File: src/rtl/ctrl_pkg.sv
// Shared encodings for the multicycle RV32I-subset control unit: FSM states,
// opcodes, datapath select encodings and the opcode-class helper.
package ctrl_pkg;

    typedef enum logic [3:0] {
        S_FETCH,
        S_DECODE,
        S_MEMADR,
        S_MEMREAD,
        S_MEMWB,
        S_MEMWRITE,
        S_EXEC_R,
        S_EXEC_I,
        S_ALUWB,
        S_BRANCH,
        S_JAL,
        S_JALR1,
        S_JALR2,
        S_LUI,
        S_HALT
    } state_t;

    localparam logic [6:0] OP_R      = 7'b0110011;
    localparam logic [6:0] OP_I      = 7'b0010011;
    localparam logic [6:0] OP_LW     = 7'b0000011;
    localparam logic [6:0] OP_SW     = 7'b0100011;
    localparam logic [6:0] OP_BRANCH = 7'b1100011;
    localparam logic [6:0] OP_JAL    = 7'b1101111;
    localparam logic [6:0] OP_JALR   = 7'b1100111;
    localparam logic [6:0] OP_LUI    = 7'b0110111;

    typedef enum logic [2:0] {
        ALU_ADD  = 3'd0,
        ALU_SUB  = 3'd1,
        ALU_AND  = 3'd2,
        ALU_OR   = 3'd3,
        ALU_SLT  = 3'd4,
        ALU_SLTU = 3'd5,
        ALU_XOR  = 3'd6
    } alu_op_t;

    typedef enum logic [2:0] {
        IMM_I  = 3'd0,
        IMM_S  = 3'd1,
        IMM_B  = 3'd2,
        IMM_U  = 3'd3,
        IMM_J  = 3'd4,
        IMM_IZ = 3'd5
    } imm_src_t;

    typedef enum logic [1:0] {
        RES_ALUOUT = 2'd0,
        RES_MDR    = 2'd1,
        RES_ALU    = 2'd2
    } result_src_t;

    typedef enum logic [1:0] {
        SRCA_PC    = 2'd0,
        SRCA_OLDPC = 2'd1,
        SRCA_REG   = 2'd2,
        SRCA_ZERO  = 2'd3
    } srca_t;

    typedef enum logic [1:0] {
        SRCB_REG  = 2'd0,
        SRCB_IMM  = 2'd1,
        SRCB_FOUR = 2'd2
    } srcb_t;

    typedef enum logic [2:0] {
        CLS_NONE   = 3'd0,
        CLS_MEM    = 3'd1,
        CLS_BRANCH = 3'd2,
        CLS_R      = 3'd3,
        CLS_I      = 3'd4,
        CLS_JUMP   = 3'd5
    } op_class_t;

    // CLS_JUMP groups jal/jalr/lui: their funct bits are immediate payload.
    function automatic op_class_t op_class_of(input logic [6:0] opcode);
        case (opcode)
            OP_LW, OP_SW:           return CLS_MEM;
            OP_BRANCH:              return CLS_BRANCH;
            OP_R:                   return CLS_R;
            OP_I:                   return CLS_I;
            OP_JAL, OP_JALR, OP_LUI: return CLS_JUMP;
            default:                return CLS_NONE;
        endcase
    endfunction

endpackage

File: src/rtl/alu_decoder.sv
// Combinational funct decoder: maps {opcode class, Func3, Func7} to the ALU
// operation and flags funct combinations outside the supported subset.
module alu_decoder
    import ctrl_pkg::*;
(
    input  logic [2:0] op_cls,
    input  logic [2:0] func3,
    input  logic [6:0] func7,
    output logic [2:0] alu_control,
    output logic       funct_illegal
);

    alu_op_t base_op;
    logic    base_ill;

    // R and I types share the func3 -> operation map; shifts are not supported.
    always_comb begin
        // NOTE: every output gets a default first so no path leaves it unassigned (no latch).
        base_op  = ALU_ADD;
        base_ill = 1'b0;
        case (func3)
            3'b000:  base_op = ALU_ADD;
            3'b111:  base_op = ALU_AND;
            3'b110:  base_op = ALU_OR;
            3'b100:  base_op = ALU_XOR;
            3'b010:  base_op = ALU_SLT;
            3'b011:  base_op = ALU_SLTU;
            default: base_ill = 1'b1;
        endcase
    end

    always_comb begin
        alu_control   = ALU_ADD;
        funct_illegal = 1'b0;
        case (op_cls)
            CLS_R: begin
                if (func3 == 3'b000 && func7 == 7'b0100000) begin
                    alu_control = ALU_SUB;
                end else begin
                    alu_control   = base_op;
                    funct_illegal = base_ill || (func7 != 7'b0000000);
                end
            end
            CLS_I: begin
                alu_control   = base_op;
                funct_illegal = base_ill;
            end
            CLS_BRANCH: begin
                alu_control   = ALU_SUB;
                funct_illegal = !(func3 inside {3'b000, 3'b001, 3'b100, 3'b101});
            end
            CLS_MEM: begin
                funct_illegal = (func3 != 3'b010);
            end
            CLS_JUMP: begin
                funct_illegal = 1'b0;
            end
            default: begin
                funct_illegal = 1'b1;
            end
        endcase
    end

endmodule

File: src/rtl/multicycle_controller.sv
// Multicycle RV32I-subset control FSM. Define CTRL_ILLEGAL_TRAP_EN to trap
// illegal instructions in a sticky HALT state instead of treating them as NOPs.
module multicycle_controller
    import ctrl_pkg::*;
(
    input  logic       clk,
    input  logic       rst,
    input  logic [6:0] OPCode,
    input  logic [2:0] Func3,
    input  logic [6:0] Func7,
    input  logic       Zero,
    input  logic       ALU_msb,
    output logic       PCwrite,
    output logic       adrSrc,
    output logic       MemWrite,
    output logic       IrWrite,
    output logic       RegWrite,
    output logic [1:0] ResultSrc,
    output logic [1:0] alusrcA,
    output logic [1:0] alusrcB,
    output logic [2:0] ALUControl,
    output logic [2:0] ImmSrc,
    output logic       illegal
);

    state_t      state, next_state, cur;
    logic        pc_w, adr_sel, mem_w, ir_w, reg_w;
    result_src_t res_sel;
    srca_t       srca_sel;
    srcb_t       srcb_sel;
    alu_op_t     alu_sel;
    imm_src_t    imm_sel;
    logic [2:0]  dec_alu;
    logic        dec_illegal;

    alu_decoder u_alu_decoder (
        .op_cls        (op_class_of(OPCode)),
        .func3         (Func3),
        .func7         (Func7),
        .alu_control   (dec_alu),
        .funct_illegal (dec_illegal)
    );

    always_ff @(posedge clk) begin
        // NOTE: state registers use non-blocking assignment so every flop samples pre-edge values.
        if (rst) begin
            state <= S_FETCH;
        end else begin
            state <= next_state;
        end
    end

    // During reset the selects already show FETCH so the datapath settles early.
    assign cur = rst ? S_FETCH : state;

    always_comb begin
        next_state = cur;
        pc_w       = 1'b0;
        adr_sel    = 1'b0;
        mem_w      = 1'b0;
        ir_w       = 1'b0;
        reg_w      = 1'b0;
        res_sel    = RES_ALUOUT;
        srca_sel   = SRCA_PC;
        srcb_sel   = SRCB_REG;
        alu_sel    = ALU_ADD;
        imm_sel    = IMM_I;
        case (cur)
            S_FETCH: begin
                ir_w       = 1'b1;
                pc_w       = 1'b1;
                srcb_sel   = SRCB_FOUR;
                res_sel    = RES_ALU;
                next_state = S_DECODE;
            end
            S_DECODE: begin
                srca_sel = SRCA_OLDPC;
                srcb_sel = SRCB_IMM;
                imm_sel  = (OPCode == OP_JAL) ? IMM_J : IMM_B;
                if (dec_illegal) begin
`ifdef CTRL_ILLEGAL_TRAP_EN
                    next_state = S_HALT;
`else
                    next_state = S_FETCH;
`endif
                end else begin
                    case (OPCode)
                        OP_LW, OP_SW: next_state = S_MEMADR;
                        OP_R:         next_state = S_EXEC_R;
                        OP_I:         next_state = S_EXEC_I;
                        OP_BRANCH:    next_state = S_BRANCH;
                        OP_JAL:       next_state = S_JAL;
                        OP_JALR:      next_state = S_JALR1;
                        OP_LUI:       next_state = S_LUI;
                        default:      next_state = S_FETCH;
                    endcase
                end
            end
            S_MEMADR: begin
                srca_sel   = SRCA_REG;
                srcb_sel   = SRCB_IMM;
                imm_sel    = (OPCode == OP_SW) ? IMM_S : IMM_I;
                next_state = (OPCode == OP_SW) ? S_MEMWRITE : S_MEMREAD;
            end
            S_MEMREAD: begin
                adr_sel    = 1'b1;
                next_state = S_MEMWB;
            end
            S_MEMWB: begin
                res_sel    = RES_MDR;
                reg_w      = 1'b1;
                next_state = S_FETCH;
            end
            S_MEMWRITE: begin
                adr_sel    = 1'b1;
                mem_w      = 1'b1;
                next_state = S_FETCH;
            end
            S_EXEC_R: begin
                srca_sel   = SRCA_REG;
                alu_sel    = alu_op_t'(dec_alu);
                next_state = S_ALUWB;
            end
            S_EXEC_I: begin
                srca_sel   = SRCA_REG;
                srcb_sel   = SRCB_IMM;
                alu_sel    = alu_op_t'(dec_alu);
                imm_sel    = (Func3 == 3'b011) ? IMM_IZ : IMM_I;
                next_state = S_ALUWB;
            end
            S_ALUWB: begin
                reg_w      = 1'b1;
                next_state = S_FETCH;
            end
            S_BRANCH: begin
                srca_sel   = SRCA_REG;
                alu_sel    = ALU_SUB;
                // ALU_msb of a-b stands in for "less than"; overflow is not corrected.
                case (Func3)
                    3'b000:  pc_w = Zero;
                    3'b001:  pc_w = !Zero;
                    3'b100:  pc_w = ALU_msb;
                    3'b101:  pc_w = !ALU_msb;
                    default: pc_w = 1'b0;
                endcase
                next_state = S_FETCH;
            end
            S_JAL, S_JALR2: begin
                pc_w       = 1'b1;
                srca_sel   = SRCA_OLDPC;
                srcb_sel   = SRCB_FOUR;
                next_state = S_ALUWB;
            end
            S_JALR1: begin
                srca_sel   = SRCA_REG;
                srcb_sel   = SRCB_IMM;
                next_state = S_JALR2;
            end
            S_LUI: begin
                srca_sel   = SRCA_ZERO;
                srcb_sel   = SRCB_IMM;
                imm_sel    = IMM_U;
                next_state = S_ALUWB;
            end
            S_HALT: begin
                next_state = S_HALT;
            end
            default: begin
                next_state = S_FETCH;
            end
        endcase
    end

    assign PCwrite    = pc_w  && !rst;
    assign IrWrite    = ir_w  && !rst;
    assign RegWrite   = reg_w && !rst;
    assign MemWrite   = mem_w && !rst;
    assign adrSrc     = adr_sel;
    assign ResultSrc  = res_sel;
    assign alusrcA    = srca_sel;
    assign alusrcB    = srcb_sel;
    assign ALUControl = alu_sel;
    assign ImmSrc     = imm_sel;

`ifdef CTRL_ILLEGAL_TRAP_EN
    assign illegal = (state == S_HALT) && !rst;
`else
    assign illegal = 1'b0;
`endif

endmodule

File: config.mk
export PLATFORM = sky130hd
export DESIGN_NAME = multicycle_controller
export DESIGN_NICKNAME = d
export VERILOG_FILES = /design/src/rtl/ctrl_pkg.sv /design/src/rtl/alu_decoder.sv /design/src/rtl/multicycle_controller.sv
export SDC_FILE = /design/constraint.sdc
export NUM_CORES = 1
export LEC_CHECK = 0
export ABC_AREA = 1
export CORE_MARGIN = 10
export CORE_UTILIZATION = 45
export CTS_CLUSTER_DIAMETER = 40
export DETAILED_ROUTE_END_ITERATION = 8
export GPL_TIMING_DRIVEN = 0
export HOLD_SLACK_MARGIN = 0.03
export MAX_ROUTING_LAYER = met4
export PLACE_DENSITY = 0.88
export SLEW_MARGIN = 25
export SYNTH_ARGS = -nofsm -noshare
export SYNTH_HDL_FRONTEND = slang
export SYNTH_HIERARCHICAL = 1
export SYNTH_SLANG_ARGS = --single-unit
File: constraint.sdc
create_clock -name clk -period 4.85 [get_ports clk]
set_input_delay 0.485 -clock clk [delete_from_list [all_inputs] [get_ports clk]]
set_output_delay 0.485 -clock clk [all_outputs]
set_load 0.03 [all_outputs]
==> impl_metrics.py, run 1 <==
metrics = {
    "sta": {
        "slew_headroom_pct": 61.35,
        "max_freq_mhz": 262.4,
        "period_share_pct": 78.57,
        "rsz0062_at_grt": "false",
        "layout_min_cycle_time_ns": 3.811,
        "hold_viol": 0,
        "setup-tns-final_ns": 0,
        "worst_slew_pin_slew_ns": 0.5737,
        "slew_violations": 0,
        "setup_viol": 0,
        "fin_ws_ns": 1.039,
        "skew_ns": 0.0008028,
    },
    "routing": {
        "drtIter0Drc": 52,
        "vias": 1276,
        "post_drt_wl_per_cell_um": 10.75,
        "ant_nets": 0,
        "drt_pass1_iterations": 4,
        "wirelength_um": 2794,
        "drcViolationCount": 0,
        "via_per_inst": 4.908,
    },
    "job": {
        "drv_cap": 0,
    },
    "global_routing": {
        "overflow": 0,
        "grt_max_degree": 9,
        "antenna_found_initial": 0,
        "grt_pass1_wl_um": 4705,
        "grt_use_total_pct": 13.44,
        "grt_pass1_vias": 1161,
    },
    "die": {
        "dieArea_mm2": 0.004316,
        "row_count": 16,
        "start_util_pct": 47.41,
        "die_x_um": 65.70,
        "io_pins": 39,
        "die_h_um": 65.70,
        "core_area_mm2": 0.001982,
    },
    "layout": {
        "largest_reg_flops": 4,
        "fill_cells": 194,
        "layout.nets": 256,
        "top_regs": "state x4",
        "diodes": 0,
        "areaGrowthSynthToFinish_pct": 45.41,
        "multi_input_area_um2": 716.9,
        "final-seq-area_um2": 80.08,
        "top_register": "state",
        "drive_gt1_share_pct": 10.30,
    },
    "setup_path": {
        "startpoint_type": "primary input",
        "critical_path.endpoint_type": "output pin",
        "crit_required_ns": 4.37,
        "crit_type": "primary input to output pin",
        "critPathMaxFanout": 6,
        "crit_arrival_ns": 3.33,
    },
    "placed_design": {
        "hpwl_um": 2421,
        "place_congestion": 0.8983,
        "io_buffers": 37,
        "post-place-ws_ns": 1.076,
    },
    "clock_network": {
        "cts_resized": 0,
        "cts_root_buf": "clkbuf_4",
        "numClockSinks": 4,
        "numCtsBuffers": 3,
        "path_clk_slew_ns": 0.04,
        "post-cts-setup-buffer-count": 0,
        "cts_tree": "done",
        "clock_path_buffers": 2,
        "clkLatencyLatePin_ns": 0.24,
        "postCtsHoldBufs": 0,
        "cts-htree-levels": 1,
    },
    "yosys": {
        "syn-cell-area_um2": 939.7,
        "yosysSeqAreaShare_pct": 8.522,
        "syn_avg_cell_area_um2": 4.869,
        "ys_types": 23,
        "synthCells": 193,
        "syn_nets": 214,
        "yosys_warnings": 6,
        "synth-seq-cells": 4,
    },
    "power_and_ir_drop": {
        "power_density_mw_per_mm2": 105.6,
        "p_leak_nw": 0.6660,
        "peakVddDrop_mv": 0.1015,
    },
    "worst_hold_path": {
        "hp-class": "flip-flop to flip-flop",
    },
    "outcome": {
        "status": "complete, no violations",
    },
}
layout make-up:
class	instances	share of cell area, %
well taps	27	2.473
repair buffers	37	27.11
plain buffers	1	0.5495
multi-input cells	152	52.47
flip-flops and latches	4	5.861
inverters	36	9.890
clock buffers	3	1.648
worst max-delay path, stage by stage:
cell and delay, ns:
clkdlybuf4s50_1 0.49, inv_1 0.09, nand2_1 0.10, nor2_1 0.07, nand2_1 0.07, inv_1 0.06
nor3_1 0.22, o21ai_0 0.27, nor2_1 0.23, nand2_1 0.12, nor2_1 0.13, nor2_1 0.05
nand2_1 0.06, inv_1 0.03, o21ai_0 0.14, clkdlybuf4s50_1 0.71
stage by stage:
stage	total power [W]	std cells	util (%)	hold WS, ns	instance area, µm²
after floorplan	0.00006944	193	-	0.5541	939.7
after global placement	0.0001008	257	67.80	0.6324	1344
after detailed placement	0.0001019	257	67.80	0.6411	1344
after CTS	0.0001438	260	68.94	0.6491	1366
after global routing	0.0001540	260	68.94	0.6747	1366
final	0.0001443	260	68.94	0.6419	1366
per-layer routing:
metal	track usage, %	vias up	wire (µm)
li1	-	688	-
met1	14.76	536	1140
met2	23.07	46	1416
met3	2.373	6	181
met4	5.882	0	55
met5	-	-	0
path summary, 6_finish.rpt:
path,slack [ns],start,cells after the start,endpoint
worst max-delay path,1.04,OPCode[4],16,ALUControl[0]
worst min-delay path,0.64,state[2]$_SDFF_PP0_,3,state[2]$_SDFF_PP0_
worst max register to register,3.59,state[2]$_SDFF_PP0_,8,state[3]$_SDFF_PP0_
worst min register to register,0.64,state[2]$_SDFF_PP0_,3,state[2]$_SDFF_PP0_
power by group:
group | total [W] | switching, W | internal (W)
Sequential | 0.0000344 | 0.000000718 | 0.0000337
Clock | 0.0000430 | 0.0000152 | 0.0000278
Combinational | 0.0000669 | 0.0000363 | 0.0000306
Total | 0.000144 | 0.0000522 | 0.0000921
synth_stat cells:
cell type,n,area (µm²)
nor2_4,4,45.04
o22ai_1,1,6.260
nor2_1,44,165.2
o21ai_0,9,45.04
nand3_1,17,85.08
nand3_2,1,10.01
a21oi_1,5,25.02
nand4_1,6,37.54
nor2_2,2,12.51
buf_4,1,7.510
nand2_1,46,172.7
conb_1,1,3.750
a22oi_1,1,7.510
nor3_1,5,25.02
xnor2_1,1,8.760
nand2_4,2,22.52
dfxtp_1,4,80.08
nand2_2,4,25.02
or2_0,1,6.260
inv_1,30,112.6
inv_2,6,22.52
o21ai_1,1,5.000
a21oi_2,1,8.760
cell families (layout without fill, tap and decap cells):
| kind of cell | Yosys count | after routing | synth area share (%) |
|---|---|---|---|
| simple gates | 132 | 132 | 64.58 |
| buf+inv | 37 | 77 | 15.18 |
| compound gates | 18 | 18 | 10.39 |
| flops | 4 | 4 | 8.522 |
| other cells | 1 | 1 | 0.3991 |
| xor+xnor | 1 | 1 | 0.9323 |
layout by cell type, fill, tap and decap left out, drive strengths merged:
cell type and n:
nor2 50, nand3 18, a21oi 6, o21ai 10
inv 36, o22ai 1, clkbuf 3, dfxtp 4
conb 1, clkdlybuf4s50 37, nand2 52, a22oi 1
or2 1, xnor2 1, nand4 6, buf 1
nor3 5
(Power assumes the default switching activity.)
==> inputs of run 2 (changes only) <==
--- a/config.mk
+++ b/config.mk
@@ -7,13 +7,13 @@
 export LEC_CHECK = 0
 export ABC_AREA = 1
 export CORE_MARGIN = 10
-export CORE_UTILIZATION = 45
+export CORE_UTILIZATION = 39
 export CTS_CLUSTER_DIAMETER = 40
 export DETAILED_ROUTE_END_ITERATION = 8
 export GPL_TIMING_DRIVEN = 0
 export HOLD_SLACK_MARGIN = 0.03
 export MAX_ROUTING_LAYER = met4
-export PLACE_DENSITY = 0.88
+export PLACE_DENSITY = 0.81
 export SLEW_MARGIN = 25
 export SYNTH_ARGS = -nofsm -noshare
 export SYNTH_HDL_FRONTEND = slang
==> constraint.sdc (replaced) <==
create_clock -name clk -period 3.3 [get_ports clk]
set_input_delay 0.33 -clock clk [delete_from_list [all_inputs] [get_ports clk]]
set_output_delay 0.33 -clock clk [all_outputs]
set_load 0.03 [all_outputs]
==> run 2 against run 1 <==
Total power up 46%. Hold slack improved by 0.0092 ns. Clock skew grew 0.0017 ns. Global-route usage decreased by 1.8 points. Die area rose by 11%. Register-to-register slack got worse by 1.6 ns. Critical endpoint is now alusrcB[0]. Largest cell class unchanged.
==> impl_metrics.py, run 2 (synthesis gave the netlist of run 1 again) <==
metrics = {
    "setup_path": {
        "critical_path.endpoint_type": "output pin",
        "r2r_start": "state[1]$_SDFF_PP0_",
        "crit_arrival_ns": 2.59,
        "startpoint_type": "primary input",
        "reg2reg_slack_ns": 1.99,
        "critPathMaxFanout": 7,
        "reg2reg_depth": 4,
        "critPathLaunch": "rst",
        "crit_required_ns": 2.97,
        "crit_type": "primary input to output pin",
    },
    "outcome": {
        "status": "complete, no violations",
    },
    "die": {
        "start_util_pct": 41.68,
        "row_count": 17,
        "io_pins": 39,
        "die_h_um": 69.09,
        "dieArea_mm2": 0.004773,
        "core_area_mm2": 0.002255,
        "die_x_um": 69.09,
    },
    "clock_network": {
        "clkLatencyLatePin_ns": 0.24,
        "cts_root_buf": "clkbuf_4",
        "clock_path_buffers": 2,
        "post-cts-setup-buffer-count": 0,
        "numClockSinks": 4,
        "numCtsBuffers": 3,
        "cts-htree-levels": 1,
        "cts_tree": "done",
        "path_clk_slew_ns": 0.04,
    },
    "sta": {
        "slew_violations": 0,
        "period_share_pct": 88.45,
        "setup_viol": 0,
        "max_freq_mhz": 342.6,
        "hold_viol": 0,
        "skew_ns": 0.002481,
        "rsz0062_at_grt": "false",
        "layout_min_cycle_time_ns": 2.919,
        "holdWs_ns": 0.6511,
        "fin_ws_ns": 0.3811,
    },
    "global_routing": {
        "antenna_found_initial": 0,
        "grt_pass1_wl_um": 4878,
        "grt_use_total_pct": 11.65,
        "grt_pass1_vias": 1171,
        "grt_max_degree": 9,
        "overflow": 0,
    },
    "routing": {
        "vias": 1253,
        "wirelength_um": 2754,
        "ant_nets": 0,
        "post_drt_wl_per_cell_um": 10.55,
        "drcViolationCount": 0,
        "drtIter0Drc": 80,
        "via_per_inst": 4.801,
        "drt_pass1_iterations": 4,
    },
    "worst_hold_path": {
        "hold_depth": 3,
        "hold_start": "state[0]$_SDFF_PP0_",
        "hp-class": "flip-flop to flip-flop",
    },
    "layout": {
        "fill_cells": 265,
        "top_regs": "state x4",
        "multi_input_area_um2": 716.9,
        "instances_no_fill": 261,
        "diodes": 0,
        "top_register": "state",
        "layout.nets": 256,
        "final-seq-area_um2": 80.08,
        "layout_common_cells": "nand2_1 (46), nor2_1 (44), clkdlybuf4s50_1 (34)",
        "final_area_mm2": 0.001353,
        "areaGrowthSynthToFinish_pct": 43.94,
        "drive_gt1_share_pct": 11.59,
        "largest_reg_flops": 4,
        "layout_commonest_cell": "nand2_1",
    },
    "placed_design": {
        "place_congestion": 0.9022,
        "dp.cells": 258,
        "post-place-ws_ns": -0.1587,
        "hpwl_um": 2409,
        "place_area_mm2": 0.001345,
        "io_buffers": 37,
    },
    "power_and_ir_drop": {
        "power_w": 0.0002100,
        "power_density_mw_per_mm2": 155.3,
        "p_leak_nw": 0.6696,
        "peakVddDrop_mv": 0.2094,
    },
    "job": {
        "drv_cap": 0,
    },
}
==> run 2: cell count changes in the layout (fill, tap and decap cells not counted) <==
cell,change
o21ai_0,-2
o21ai_1,+2
clkdlybuf4s50_1,-3
clkbuf_2,+3
==> run 2: where the power goes <==
group | switching [W] | internal, W
registers | 0.000000991 | 0.0000496
clock network | 0.0000210 | 0.0000407
logic | 0.0000527 | 0.0000450
==> run 2: per-layer routing <==
| metal | vias up | track usage, % | wire length, µm |
|---|---|---|---|
| met5 | - | - | 0 |
| met2 | 28 | 19.35 | 1308 |
| li1 | 686 | - | - |
| met1 | 535 | 13.38 | 1311 |
| met3 | 4 | 2.996 | 106 |
| met4 | 0 | 3.326 | 27 |
==> run 2: area by class of cell <==
class	instances	area share (%)
Inverter	36	9.991
Multi-Input combinational cell	152	53.01
Timing Repair Buffer	37	26.27
Clock buffer	3	1.665
Sequential cell	4	5.920
Buffer	1	0.5550
Tap cell	28	2.590
==> run 2: worst max-delay path, stage by stage <==
cell	delay, ns
clkdlybuf4s50_1	0.56
inv_1	0.16
nand2_4	0.08
nor3_1	0.38
nand2_1	0.18
inv_1	0.09
nor2_1	0.04
nand4_1	0.08
clkdlybuf4s50_1	0.68
==> run 2: worst paths after layout <==
kind | endpoint
worst max register to register | state[3]$_SDFF_PP0_
worst max-delay path | alusrcB[0]
worst min register to register | state[0]$_SDFF_PP0_
worst min-delay path | state[0]$_SDFF_PP0_
==> run 2: per-stage QoR <==
| step | utilization [%] | TNS, ns |
|---|---|---|
| 6_report | 59.99 | 0 |
| 3_5_place_dp | 59.66 | -0.2619 |
| 2_1_floorplan | - | 0 |
| 5_1_grt | 59.99 | 0 |
| 3_3_place_gp | 59.66 | -0.09791 |
| 4_1_cts | 60.49 | 0 |
==> run 2: timing repair <==
item / in CTS / in global routing
setup endpoints to repair: 3 / 3
cloned: 0 / 0
resized for setup: 3 / 9
hold buffers: 0 / 0
